[src/rtl/regfile_port_arbiter.sv]
// Register-file port arbiter: shares the single-write / dual-read register
// file between the core datapath and the debug/loader port. The core has
// priority; a waiting debug request is forced through after MAX_WAIT cycles
// of back-to-back core writes. Every debug grant costs the core one stall
// cycle, and writes to x0 are suppressed for both requesters.
module regfile_port_arbiter #(
  parameter int MAX_WAIT = 4,
  parameter int XLEN     = 32
) (
  input  logic            clk,
  input  logic            reg_reset,
  input  logic [4:0]      core_a1,
  input  logic [4:0]      core_a2,
  input  logic            core_we,
  input  logic [4:0]      core_a3,
  input  logic [XLEN-1:0] core_wd,
  output logic            core_stall,
  input  logic            dbg_req,
  input  logic            dbg_we,
  input  logic [4:0]      dbg_addr,
  input  logic [XLEN-1:0] dbg_wdata,
  output logic            dbg_ack,
  output logic [XLEN-1:0] dbg_rdata,
  output logic [4:0]      rf_a1,
  output logic [4:0]      rf_a2,
  output logic [4:0]      rf_a3,
  output logic            rf_we3,
  output logic [XLEN-1:0] rf_wd3,
  input  logic [XLEN-1:0] rf_rd1
);

  typedef enum logic [1:0] {IDLE, WAIT, GRANT, ACK} state_t;

  localparam logic [3:0] MAX_WAIT_C = 4'(MAX_WAIT);

  state_t            state_q, state_d;
  logic [3:0]        cnt_q, cnt_d;
  // Set once a request has been accepted; cleared only after dbg_req is
  // seen low in IDLE, so a held-high request is not granted twice.
  logic              req_seen_q, req_seen_d;
  logic              dbg_ack_q, dbg_ack_d;
  logic [XLEN-1:0]   dbg_rdata_q, dbg_rdata_d;
  logic              we_sel;

  // State and result registers, asynchronously cleared by the active-low reset.
  always_ff @(posedge clk or negedge reg_reset) begin
    if (!reg_reset) begin
      state_q     <= IDLE;
      cnt_q       <= '0;
      req_seen_q  <= 1'b0;
      dbg_ack_q   <= 1'b0;
      dbg_rdata_q <= '0;
    end else begin
      state_q     <= state_d;
      cnt_q       <= cnt_d;
      req_seen_q  <= req_seen_d;
      dbg_ack_q   <= dbg_ack_d;
      dbg_rdata_q <= dbg_rdata_d;
    end
  end

  // Next-state logic: request qualification, wait counting and read capture.
  always_comb begin
    state_d     = state_q;
    cnt_d       = cnt_q;
    req_seen_d  = req_seen_q;
    dbg_ack_d   = 1'b0;
    dbg_rdata_d = dbg_rdata_q;
    case (state_q)
      IDLE: begin
        if (!dbg_req) begin
          req_seen_d = 1'b0;
        end else if (!req_seen_q) begin
          req_seen_d = 1'b1;
          if (core_we) begin
            state_d = WAIT;
            cnt_d   = 4'd1;
          end else begin
            state_d = GRANT;
          end
        end
      end
      WAIT: begin
        if (!core_we || (cnt_q == MAX_WAIT_C)) begin
          state_d = GRANT;
        end else begin
          cnt_d = cnt_q + 4'd1;
        end
      end
      GRANT: begin
        if (!dbg_we) begin
          dbg_rdata_d = rf_rd1;
        end
        cnt_d     = '0;
        dbg_ack_d = 1'b1;
        state_d   = ACK;
      end
      ACK: begin
        state_d = IDLE;
      end
      default: begin
        state_d = IDLE;
      end
    endcase
  end

  // Port mux: debug owns read port 1 and the write port only during GRANT.
  always_comb begin
    rf_a1      = core_a1;
    rf_a2      = core_a2;
    rf_a3      = core_a3;
    rf_wd3     = core_wd;
    we_sel     = core_we & (core_a3 != 5'd0);
    core_stall = 1'b0;
    if (state_q == GRANT) begin
      rf_a1      = dbg_addr;
      rf_a3      = dbg_addr;
      rf_wd3     = dbg_wdata;
      we_sel     = dbg_we & (dbg_addr != 5'd0);
      core_stall = 1'b1;
    end
    // No register-file write may slip through while reset is held.
    rf_we3 = we_sel & reg_reset;
  end

  assign dbg_ack   = dbg_ack_q;
  assign dbg_rdata = dbg_rdata_q;

endmodule

[config.mk]
export PLATFORM = sky130hd
export DESIGN_NAME = regfile_port_arbiter
export DESIGN_NICKNAME = d
export VERILOG_FILES = /design/src/rtl/regfile_port_arbiter.sv
export SDC_FILE = /design/constraint.sdc
export NUM_CORES = 1
export LEC_CHECK = 0
export BUFFER_PORTS_ARGS = -buffer_cell sky130_fd_sc_hd__buf_4
export CORE_ASPECT_RATIO = 0.75
export CORE_MARGIN = 8
export CORE_UTILIZATION = 34
export CTS_CLUSTER_DIAMETER = 120
export DETAILED_ROUTE_END_ITERATION = 10
export PLACE_DENSITY = 0.75
export SYNTH_ARGS = -nofsm -noshare
export SYNTH_HDL_FRONTEND = slang
export SYNTH_SLANG_ARGS = --single-unit
[constraint.sdc]
create_clock -name clk -period 1.6 [get_ports clk]
set_input_delay 0.24 -clock clk [delete_from_list [all_inputs] [get_ports clk]]
set_output_delay 0.24 -clock clk [all_outputs]
set_load 0.01 [all_outputs]
==> results.md, run 1 <==
* Wirelength, routed at 10100 um
* Critical path, cell by cell: inv_2, ha_4, buf_6, buf_12, buf_4, nand2_1, o21ai_1, buf_4
* DRC viols at 0
* Share of Yosys cell area claimed by the top area cell type at 0.434
* CTS Buf Count at 5
* HP Class: in -> async
* Slew Limit Fails at 0
* Worst path buffer plus inverter count at 5
* Startpoint Class: register
* Port Buffers at 192
* WL per Instance at 20.3 um
* Vias per cell at 4.84
* Largest net degree at the start of global routing at 41
* First-pass GRT wire length at 15000 um
* Filler cell count at 437
* Sequential area share after synthesis at 0.434
* CP max-delay cell: dfrtp_1
* Top delay family on crit path: buffers and inverters
* Antenna violations before repair at 0
* I/O pin count at 203
* Worst-path clk slew at 0.08 ns
* Area contributors post-synth: dfrtp_1 (43%), mux2_2 (29%), ha_1 (3.8%)
* Max IR drop VDD at 0.660 mV
* Maximum clock rate at 523 MHz
* Final setup vio count at 76
* DRT antenna net count at 0
* Grt total ovfl at 0
* Slew HR at 0.668
* Pre-CTS setup slack at -0.0606 ns
* Area Overhead vs Synth at 108%
* Vias in the first global route at 2696
* Clock sink total at 40
* Leak pwr at 2.45 nW
* Critical path's largest stage delay at 0.40 ns
* Core area at 6700 um2
* # Max-Cap Violations at 0
* DR iter-0 viols at 75
* Crit share post-route at 1.20
* Synthesized instance count at 196
* Post-DP HPWL at 6680 um
* Starting Density at 0.344
* Failing checks: negative setup slack
* Syn Nets at 324
* CTS Hold Buffers Added at 0
* Power per cell area at 1850 nW/um2
* Worst slew pin tran at 0.499 ns
* Fin. Hold Viols at 0
* CTS max path bufs at 2
* Row count at 26
* Setup TNS Final at -17.09 ns
* Setup Skew at 0.0113 ns
* Unrepaired setup endpoints after global routing: true
* Die X at 111 um
* Final worst slack at -0.312 ns
* Synthesized area at 2310 um2
* Later-pin clock latency in the skew report at 0.30 ns
* Detailed-route via count at 2404
* Warnings, synthesis at 0
* Min Clock Period, post-route at 1.91 ns
* Die span in y at 87.3 um
* Flop2flop setup slack at -0.26 ns
* Req. time, crit path at 1.36 ns
* FF+latch count, synth at 40
* Synthesized area per cell at 11.8 um2
* Crit path DAT at 1.67 ns
* GP Congestion at 0.795
* Status: finished, violations left
* Synth cell types at 31
* CTS tree: built
* Worst Path Max Fanout at 8
* Htree depth at 2
* Drt pass-1 iters at 4
* Top cell by count, worst path: buf_4
* Root buf cell: clkbuf_8
* Ant diodes at 0
* All-Layer GR Usage at 0.194
* DIE AREA at 9700 um2
* Top cell type by total area after synthesis: dfrtp_1
* Post-layout net count at 540
* Worst Setup End Kind: output pin
* WS Path Type: reg -> out
* Layout cells sized above 1 at 0.785
[cells in the mapped netlist]
cell / n
a21oi_1: 2
nand3b_1: 1
nand2_1: 8
o21ai_0: 12
o21ai_2: 1
dfrtp_1: 40
nor3b_1: 1
nor2b_1: 1
a31oi_1: 2
and3b_1: 1
mux2_1: 5
nor3_1: 1
inv_1: 16
or4_1: 1
o211ai_1: 3
nand4_1: 1
a2bb2oi_1: 1
ha_1: 7
a21bo_2: 1
buf_4: 5
nand2b_1: 3
mux2_2: 60
mux2i_1: 1
or4_4: 1
and2_1: 2
buf_2: 6
nand3_1: 4
buf_6: 4
o21ai_1: 1
o211ai_2: 1
nor2_1: 3
[through the flow]
stage	utilization	cell area [um2]	hold WS [ns]	power (mW)	std cells
final	0.715	4790	0.0150	8.87	497
after global routing	0.715	4790	0.0438	9.34	497
after CTS	0.696	4670	0.0246	8.45	494
after detailed placement	0.578	3870	0.349	6.01	466
after global placement	0.578	3870	0.351	5.91	466
after floorplan	-	2320	-0.0556	3.93	196
[path summary, 6_finish.rpt]
check,from,end,cells after the start
max reg2reg,state_q[0],dbg_rdata[14],9
max in group asynchronous,reg_reset,state_q[1],2
min reg2reg,dbg_rdata[30],dbg_rdata[30],1
min in group clk,rf_rd1[1],dbg_rdata[1],2
min,reg_reset,dbg_rdata[0],2
max,state_q[0],rf_a1[3],8
[timing repair]
item,4_1_cts,5_1_grt
buffers inserted,16,5
cloned,4,0
gates resized for setup,119,32
pin swaps,7,0
endpoints found under the setup margin,74,80
[layer usage]
metal | GRT usage | share of wire
met5 | 0 | 0
met4 | 0.0338 | 0.011
met3 | 0.0585 | 0.064
met2 | 0.368 | 0.54
met1 | 0.212 | 0.38
[worst register-to-register path: stages (launching register included)]
cell and delay (ns):
dfrtp_1 0.40, inv_2 0.08, ha_4 0.17, buf_6 0.12
buf_4 0.12, nor2b_4 0.19, buf_12 0.13, buf_12 0.11
buf_16 0.14, mux2_4 0.31
[power by group]
| group | internal [mW] | switching, mW | total [mW] |
|---|---|---|---|
| Clock | 0.510 | 0.364 | 0.874 |
| Sequential | 1.51 | 0.316 | 1.82 |
| Combinational | 3.79 | 2.38 | 6.17 |
[cell families (layout without fill, tap and decap cells)]
kind of cell	Yosys count	after routing	synth area share
muxes	66	66	0.322
AOI/OAI and AO/OA	24	24	0.0651
and+or+nand+nor	28	28	0.0662
buffers and inverters	31	248	0.0749
adders and majority gates	7	7	0.0380
DFF	40	40	0.434
[cells in the final DEF, fill, tap and decap left out, types with 2 or more instances in the layout]
cell type and n:
o21ai_1 3, and2_4 2, buf_12 9, nand2_2 2, nand2_1 4, mux2_2 2
ha_4 3, nor2_1 3, a31oi_1 2, o211ai_1 3, dfrtp_1 40, buf_16 3
buf_8 3, buf_6 37, inv_1 14, nand2_4 2, clkbuf_8 6, o21ai_0 2
buf_4 172, nand3_1 4, mux2_4 63, ha_1 4, nand2b_1 3, o21ai_2 9
[sequential cells by signal, summed over array words and instances (netlist names)]
signal      count
dbg_rdata      32
cnt_q           4
state_q         2
dbg_ack         1
req_seen_q      1
[layout make-up]
type	instances	area, um2	area share
clock buffers	6	82.6	0.0172
flip-flops and latches	40	1000	0.209
inverters	16	63.8	0.0133
well taps	84	105	0.0219
multi-input cells	125	1480	0.310
repair buffers	224	2020	0.421
clock inverters	2	38.8	0.00810
Power figures use the tool's default switching activity.
==> inputs of run 2 (changes only) <==
--- a/config.mk
+++ b/config.mk
@@ -5,13 +5,15 @@
 export SDC_FILE = /design/constraint.sdc
 export NUM_CORES = 1
 export LEC_CHECK = 0
+export ABC_AREA = 1
 export BUFFER_PORTS_ARGS = -buffer_cell sky130_fd_sc_hd__buf_4
+export CAP_MARGIN = 20
 export CORE_ASPECT_RATIO = 0.75
 export CORE_MARGIN = 8
-export CORE_UTILIZATION = 34
+export CORE_UTILIZATION = 35
 export CTS_CLUSTER_DIAMETER = 120
 export DETAILED_ROUTE_END_ITERATION = 10
-export PLACE_DENSITY = 0.75
+export PLACE_DENSITY = 0.77
 export SYNTH_ARGS = -nofsm -noshare
 export SYNTH_HDL_FRONTEND = slang
 export SYNTH_SLANG_ARGS = --single-unit
==> run 2 against run 1 <==
  * The run still ends with negative setup slack left
  * Sequential cell count is the same
  * Count of clock-buffer cells in the layout unchanged
  * Setup slack gained 0.14 ns
  * Maximum frequency grew 7.7%
  * Power fell by 11%
  * Die area down 1.1%
  * Critical path type unchanged
  * Wire length grew 4.9%
  * Hold slack better by 0.0079 ns
  * Non-clock buffer count down 13
  * Combinational power decreased by 11%
  * Clock skew down 0.0080 ns
  * Critical endpoint is now rf_a3[4]
  * Final cell count is 26% higher
==> results.md, run 2 <==
* Leak pwr at 2.53 nW (was 2.45 nW)
* Synthesized instance count at 345 (was 196)
* Root buf cell: clkbuf_8 (unchanged)
* Fin area at 4370 um2 (was 4790 um2)
* Status: finished, violations left (unchanged)
* Setup TNS Final at -3.93 ns (was -17.09 ns)
* Synthesized area at 2340 um2 (was 2310 um2)
* Final worst slack at -0.176 ns (was -0.312 ns)
* Grt total ovfl at 0 (unchanged)
* Logic pwr share at 0.698 (was 0.696)
* Worst-path clk slew at 0.07 ns (was 0.08 ns)
* Worst path buffer plus inverter count at 4 (was 5)
* Crit share post-route at 1.11 (was 1.20)
* Worst Setup End Kind: output pin (unchanged)
* Reg area at 1000 um2 (unchanged)
* Filler cell count at 510 (was 437)
* Power per cell area at 1800 nW/um2 (was 1850 nW/um2)
* EDFF count, synth at 0 (unchanged)
* Row count at 25 (was 26)
* Reg2Reg Depth at 7 (was 9)
* WL per Instance at 17.0 um (was 20.3 um)
* I/O pin count at 203 (unchanged)
* Detailed-route via count at 2889 (was 2404)
* Slew Limit Fails at 0 (unchanged)
* # Max-Cap Violations at 0 (unchanged)
* Min Clock Period, post-route at 1.78 ns (was 1.91 ns)
* Worst Path Max Fanout at 7 (was 8)
* Critical path, cell by cell: inv_2, ha_4, buf_12, clkbuf_16, nand2_4, o21ai_1, buf_4 (was inv_2, ha_4, buf_6, buf_12, buf_4, nand2_1, o21ai_1, buf_4)
* Die span in y at 86.8 um (was 87.3 um)
* Net Sw Frac at 0.436 (was 0.345)
* HP Class: in -> async (unchanged)
* Final setup vio count at 43 (was 76)
* Async SR Flop Fraction at 1.00 (unchanged)
* Req. time, crit path at 1.36 ns (about the same)
* Warnings, synthesis at 0 (unchanged)
* Fin. Hold Viols at 0 (unchanged)
* Die X at 110 um (was 111 um)
* DRC viols at 0 (unchanged)
* All-Layer GR Usage at 0.194 (about the same)
* Clock share of power at 0.080 (was 0.099)
* Synthesized area per cell at 6.79 um2 (was 11.8 um2)
* DIE AREA at 9590 um2 (was 9700 um2)
* CP startpoint: state_q[0] (unchanged)
* First-pass GRT wire length at 15000 um (about the same)
* DRT antenna net count at 0 (unchanged)
* Largest net degree at the start of global routing at 41 (unchanged)
* Later-pin clock latency in the skew report at 0.28 ns (was 0.30 ns)
* Worst slew pin tran at 0.496 ns (was 0.499 ns)
* Drt pass-1 iters at 4 (unchanged)
* Htree depth at 2 (unchanged)
* P_int at 4.44 mW (was 5.81 mW)
* Most frequent cells after synthesis: nand2_1 (227), dfrtp_1 (40), inv_1 (12), nor2_1 (12), buf_4 (11) (was mux2_2 (60), dfrtp_1 (40), inv_1 (16))
* Maximum clock rate at 563 MHz (was 523 MHz)
* Core area at 6380 um2 (was 6700 um2)
* Synth cell types at 18 (was 31)
* Critical path's largest stage delay at 0.40 ns (about the same)
* Ant diodes at 0 (unchanged)
* Starting Density at 0.367 (was 0.344)
* Sequential cell fraction of total power at 0.222 (was 0.206)
* Cells after DPL at 609 (was 466)
* Port Buffers at 192 (unchanged)
* Max IR drop VDD at 0.804 mV (was 0.660 mV)
* Post-layout net count at 671 (was 540)
* Total power at 7.86 mW (was 8.87 mW)
* Post-DP HPWL at 7960 um (was 6680 um)
* Worst r2r src: state_q[1] (was state_q[0])
* Antenna violations before repair at 0 (unchanged)
* Most frequent cells in the layout: nand2_1 (182), buf_4 (178), dfrtp_1 (40) (was buf_4 (172), mux2_4 (63), dfrtp_1 (40))
* CTS tree: built (unchanged)
* Top cell type by total area after synthesis: dfrtp_1 (unchanged)
* Slew HR at 0.670 (was 0.668)
* WS Path Type: reg -> out (unchanged)
* Vias in the first global route at 2877 (was 2696)
* Net switching power at 3.42 mW (was 3.06 mW)
* CTS Buf Count at 5 (unchanged)
* FF+latch count, synth at 40 (unchanged)
* Setup Skew at 0.00330 ns (was 0.0113 ns)
* Unrepaired setup endpoints after global routing: true (unchanged)
* Dpl cell area at 3830 um2 (was 3870 um2)
* Non-Filler Instances at 624 (was 497)
* CTS max path bufs at 2 (unchanged)
* CP max-delay cell: dfrtp_1 (unchanged)
* Commonest non-fill, non-tap cell in the layout: nand2_1 (was buf_4)
* Sequential area share after synthesis at 0.427 (was 0.434)
* Max FFs per register at 32 (unchanged)
* Top delay family on crit path: buffers and inverters (unchanged)
* Crit path DAT at 1.54 ns (was 1.67 ns)
* Area contributors post-synth: dfrtp_1 (43%), nand2_1 (36%), ha_1 (3.7%) (was dfrtp_1 (43%), mux2_2 (29%), ha_1 (3.8%))
* Ys flop type: dfrtp_1 (unchanged)
* Area of the multi-input gates at 1360 um2 (was 1480 um2)
* GP Congestion at 0.876 (was 0.795)
* CTS Hold Buffers Added at 0 (unchanged)
* Failing checks: negative setup slack (unchanged)
* Syn Nets at 473 (was 324)
* Worst path depth at 7 (was 8)
* Reg-to-reg endpoint: state_q[1] (was dbg_rdata[14])
* Worst setup path end: rf_a3[4] (was rf_a1[3])
* Most common cell in the netlist: nand2_1 (was mux2_2)
* Layout cells sized above 1 at 0.512 (was 0.785)
* Flop2flop setup slack at 0.14 ns (was -0.26 ns)
* Share of Yosys cell area claimed by the top area cell type at 0.427 (was 0.434)
* Startpoint Class: register (unchanged)
* DR iter-0 viols at 152 (was 75)
* Vias per cell at 4.63 (was 4.84)
* Area Overhead vs Synth at 86.6% (was 108%)
* Wirelength, routed at 10600 um (was 10100 um)
* Clock sink total at 40 (unchanged)
[run 2: repair_timing]
item / 4_1_cts / 5_1_grt
pin swaps: 2 / 18
gates cloned: 0 / 3
setup buffers: 4 / 1
gates resized for setup: 48 / 58
endpoints found under the setup margin: 44 / 48
[run 2: logic make-up (layout without fill, tap and decap cells)]
family	after synthesis	in the layout	share of synthesized area
adders and majority gates	7	7	0.0374
AOI/OAI and AO/OA	15	15	0.0342
and+or+nand+nor	249	249	0.412
buffers and inverters	34	232	0.0887
DFF	40	40	0.427
[run 2: final cells by class]
type,count,share of cell area
Clock inverter,1,0.00115
Multi-Input combinational cell,271,0.312
Clock buffer,6,0.0166
Sequential cell,40,0.229
Inverter,14,0.0143
Timing Repair Buffer,211,0.404
Tap cell,81,0.0232
[run 2: power by group through the flow]
stage / clock network [mW] / registers (mW) / logic [mW]
after CTS: 0.641 / 1.74 / 4.83
after global routing: 0.685 / 1.80 / 5.96
after floorplan: 0 / 1.91 / 2.03
after global placement: 0 / 1.73 / 4.27
final: 0.629 / 1.74 / 5.49
after detailed placement: 0 / 1.75 / 4.36
[run 2: worst min-delay path by stage]
| stage | start | end | slack (ns) | cells after the start |
|---|---|---|---|---|
| after floorplan | reg_reset | cnt_q[0] | -0.06 | 0 |
| after global placement | reg_reset | dbg_rdata[14] | 0.34 | 2 |
| after detailed placement | reg_reset | dbg_rdata[14] | 0.35 | 2 |
| after CTS | reg_reset | dbg_rdata[22] | 0.04 | 2 |
| after global routing | reg_reset | dbg_rdata[3] | 0.06 | 2 |
| final | reg_reset | dbg_rdata[14] | 0.02 | 2 |
[run 2: metal layers]
metal	track usage	share of wire
met5	0	0
met2	0.349	0.54
met3	0.0663	0.066
met4	0.0318	0.018
met1	0.220	0.38
[run 2: metrics by stage]
| step | util | worst slack, ns | hold WS, ns |
|---|---|---|---|
| after floorplan | - | 0.0453 | -0.0556 |
| after global placement | 0.601 | 0.0644 | 0.342 |
| after detailed placement | 0.601 | 0.0228 | 0.348 |
| after CTS | 0.642 | -0.0858 | 0.0390 |
| after global routing | 0.685 | -0.225 | 0.0594 |
| final | 0.685 | -0.176 | 0.0229 |
==> inputs of run 3 (changes only) <==
--- a/config.mk
+++ b/config.mk
@@ -10,10 +10,11 @@
 export CAP_MARGIN = 20
 export CORE_ASPECT_RATIO = 0.75
 export CORE_MARGIN = 8
-export CORE_UTILIZATION = 35
+export CORE_UTILIZATION = 36
+export CTS_BUF_LIST = sky130_fd_sc_hd__clkbuf_4 sky130_fd_sc_hd__clkbuf_8
 export CTS_CLUSTER_DIAMETER = 120
 export DETAILED_ROUTE_END_ITERATION = 10
-export PLACE_DENSITY = 0.77
+export PLACE_DENSITY = 0.79
 export SYNTH_ARGS = -nofsm -noshare
 export SYNTH_HDL_FRONTEND = slang
 export SYNTH_SLANG_ARGS = --single-unit
==> run 3 against run 2 <==
  * The run still ends with negative setup slack left
  * Clock skew grew 0.0011 ns
  * Utilization up 4.2 points
  * Hold slack improved by 0.0026 ns
  * Clock power grew 5.6%
  * Sequential cell count stayed put
  * Critical path depth stayed put
  * Final area increased by 4.6%
  * Register-to-register slack worse by 0.02 ns
  * Via count is 4.1% higher
  * Sequential share of layout area shrank 0.99 points
  * Setup slack got worse by 0.010 ns
  * Critical path type unchanged
  * Critical endpoint is now rf_wd3[12]
  * Largest power group unchanged
  * Highest routed layer unchanged
==> results.md, run 3 (synthesized netlist as in run 2, its figures left out) <==
* Status: finished, violations left (unchanged)
* Failing checks: negative setup slack (unchanged)
* DRT antenna net count at 0 (unchanged)
* Detailed-route via count at 3008 (was 2889)
* Final worst slack at -0.186 ns (was -0.176 ns)
* Die X at 109 um (was 110 um)
* I/O pin count at 203 (unchanged)
* Min Clock Period, post-route at 1.79 ns (was 1.78 ns)
* Flop2flop setup slack at 0.12 ns (was 0.14 ns)
* Largest net degree at the start of global routing at 41 (unchanged)
* Most frequent cells in the layout: buf_4 (164), nand2_1 (163), nand2_2 (43) (was nand2_1 (182), buf_4 (178), dfrtp_1 (40))
* Crit share post-route at 1.12 (was 1.11)
* Htree depth at 2 (unchanged)
* CTS Hold Buffers Added at 0 (unchanged)
* Wirelength, routed at 10900 um (was 10600 um)
* WS Path Type: reg -> out (unchanged)
* CTS max path bufs at 2 (unchanged)
* Reg area at 1000 um2 (about the same)
* Final setup vio count at 44 (was 43)
* Crit path DAT at 1.55 ns (was 1.54 ns)
* Vias per cell at 4.80 (was 4.63)
* Post-layout net count at 673 (was 671)
* Worst Setup End Kind: output pin (unchanged)
* Non-Filler Instances at 627 (was 624)
* Row count at 25 (unchanged)
* CP startpoint: state_q[0] (unchanged)
* Core area at 6290 um2 (was 6380 um2)
* Filler cell count at 430 (was 510)
* Grt total ovfl at 0 (unchanged)
* Power per cell area at 1830 nW/um2 (was 1800 nW/um2)
* Reg2Reg Depth at 9 (was 7)
* Clock sink total at 40 (unchanged)
* Reg-to-reg endpoint: cnt_q[2] (was state_q[1])
* Fin. Hold Viols at 0 (unchanged)
* Maximum clock rate at 560 MHz (was 563 MHz)
* Commonest non-fill, non-tap cell in the layout: buf_4 (was nand2_1)
* Port Buffers at 192 (unchanged)
* Unrepaired setup endpoints after global routing: true (unchanged)
* # Max-Cap Violations at 0 (unchanged)
* Slew HR at 0.664 (was 0.670)
* DRC viols at 0 (unchanged)
* Antenna violations before repair at 0 (unchanged)
* DIE AREA at 9370 um2 (was 9590 um2)
* Post-DP HPWL at 7540 um (was 7960 um)
* Cells after DPL at 609 (unchanged)
* CTS tree: built (unchanged)
* CTS Buf Count at 5 (unchanged)
* First-pass GRT wire length at 16100 um (was 15000 um)
* Area Overhead vs Synth at 95.2% (was 86.6%)
* Slew Limit Fails at 0 (unchanged)
* Req. time, crit path at 1.36 ns (about the same)
* Ant diodes at 0 (unchanged)
* Worst r2r src: state_q[1] (unchanged)
* Worst Path Max Fanout at 8 (was 7)
* Layout cells sized above 1 at 0.551 (was 0.512)
* GP Congestion at 0.880 (was 0.876)
* Max FFs per register at 32 (unchanged)
* All-Layer GR Usage at 0.218 (was 0.194)
* Startpoint Class: register (unchanged)
* DR iter-0 viols at 118 (was 152)
* Root buf cell: clkbuf_8 (unchanged)
* Drt pass-1 iters at 4 (unchanged)
* Worst-path clk slew at 0.08 ns (was 0.07 ns)
* Setup Skew at 0.00442 ns (was 0.00330 ns)
* Die span in y at 85.9 um (was 86.8 um)
* Starting Density at 0.373 (was 0.367)
* Worst slew pin tran at 0.504 ns (was 0.496 ns)
* HP Class: in -> async (unchanged)
* Max IR drop VDD at 0.929 mV (was 0.804 mV)
* Area of the multi-input gates at 1460 um2 (was 1360 um2)
* Total power at 8.37 mW (was 7.86 mW)
* Later-pin clock latency in the skew report at 0.29 ns (was 0.28 ns)
* WL per Instance at 17.4 um (was 17.0 um)
* Leak pwr at 2.64 nW (was 2.53 nW)
* Vias in the first global route at 3044 (was 2877)
run 3: cell types whose count changed in the layout (fill, tap and decap cells not counted), moves of 2 or more:
cell and change:
buf_4 -14, nand2_2 +8, nand2_4 +10, buf_6 +14, buf_16 +2, nand2_1 -19, clkbuf_16 -2
run 3: cell type report:
type / instances / area share
Clock buffer: 5 / 0.0150
Inverter: 14 / 0.0137
Timing Repair Buffer: 213 / 0.406
Sequential cell: 40 / 0.219
Multi-Input combinational cell: 271 / 0.320
Tap cell: 81 / 0.0222
Clock inverter: 3 / 0.00410
run 3: what timing repair did:
item	CTS	global route
setup buffers	6	1
endpoints found under the setup margin	44	48
resized for setup	117	39
pin swaps	19	15
cloned	3	0
run 3: layer usage:
layer / up-vias / track usage / wire length [um]
met5: - / 0 / 0
met4: 0 / 0.0731 / 319
met3: 28 / 0.0697 / 824
met2: 122 / 0.377 / 5840
met1: 1417 / 0.246 / 3950
li1: 1441 / - / -
run 3: where the power goes:
part / internal (mW) / leakage (nW) / total, mW / switching (mW)
Clock: 0.304 / 0.0479 / 0.664 / 0.360
Combinational: 2.95 / 2.09 / 5.96 / 3.01
Sequential: 1.47 / 0.500 / 1.75 / 0.285
run 3: stage by stage:
step	cell area [um2]	TNS, ns	hold WS, ns	setup WS, ns	util
finish	4570	-5.78	0.0255	-0.186	0.727
global route	4570	-8.91	0.0728	-0.258	0.727
CTS	4430	-3.99	0.0386	-0.125	0.705
detailed placement	3830	0	0.355	0.00368	0.610
global placement	3830	0	0.356	0.0599	0.610
floorplan	2340	0	-0.0556	0.0453	-
run 3: critical path: stages, from the launching register on:
cell	delay, ns
dfrtp_1	0.40
inv_2	0.09
ha_4	0.22
buf_8	0.17
buf_12	0.15
nand2_4	0.05
nand2_2	0.07
buf_6	0.10
run 3: how the worst max path moves through the flow:
stage                 endpoint  slack [ns]
floorplan           rf_wd3[11]        0.05
global placement    rf_wd3[19]        0.06
detailed placement  rf_wd3[21]       0.004
CTS                     rf_we3       -0.13
global route        rf_wd3[12]       -0.26
finish              rf_wd3[12]       -0.19
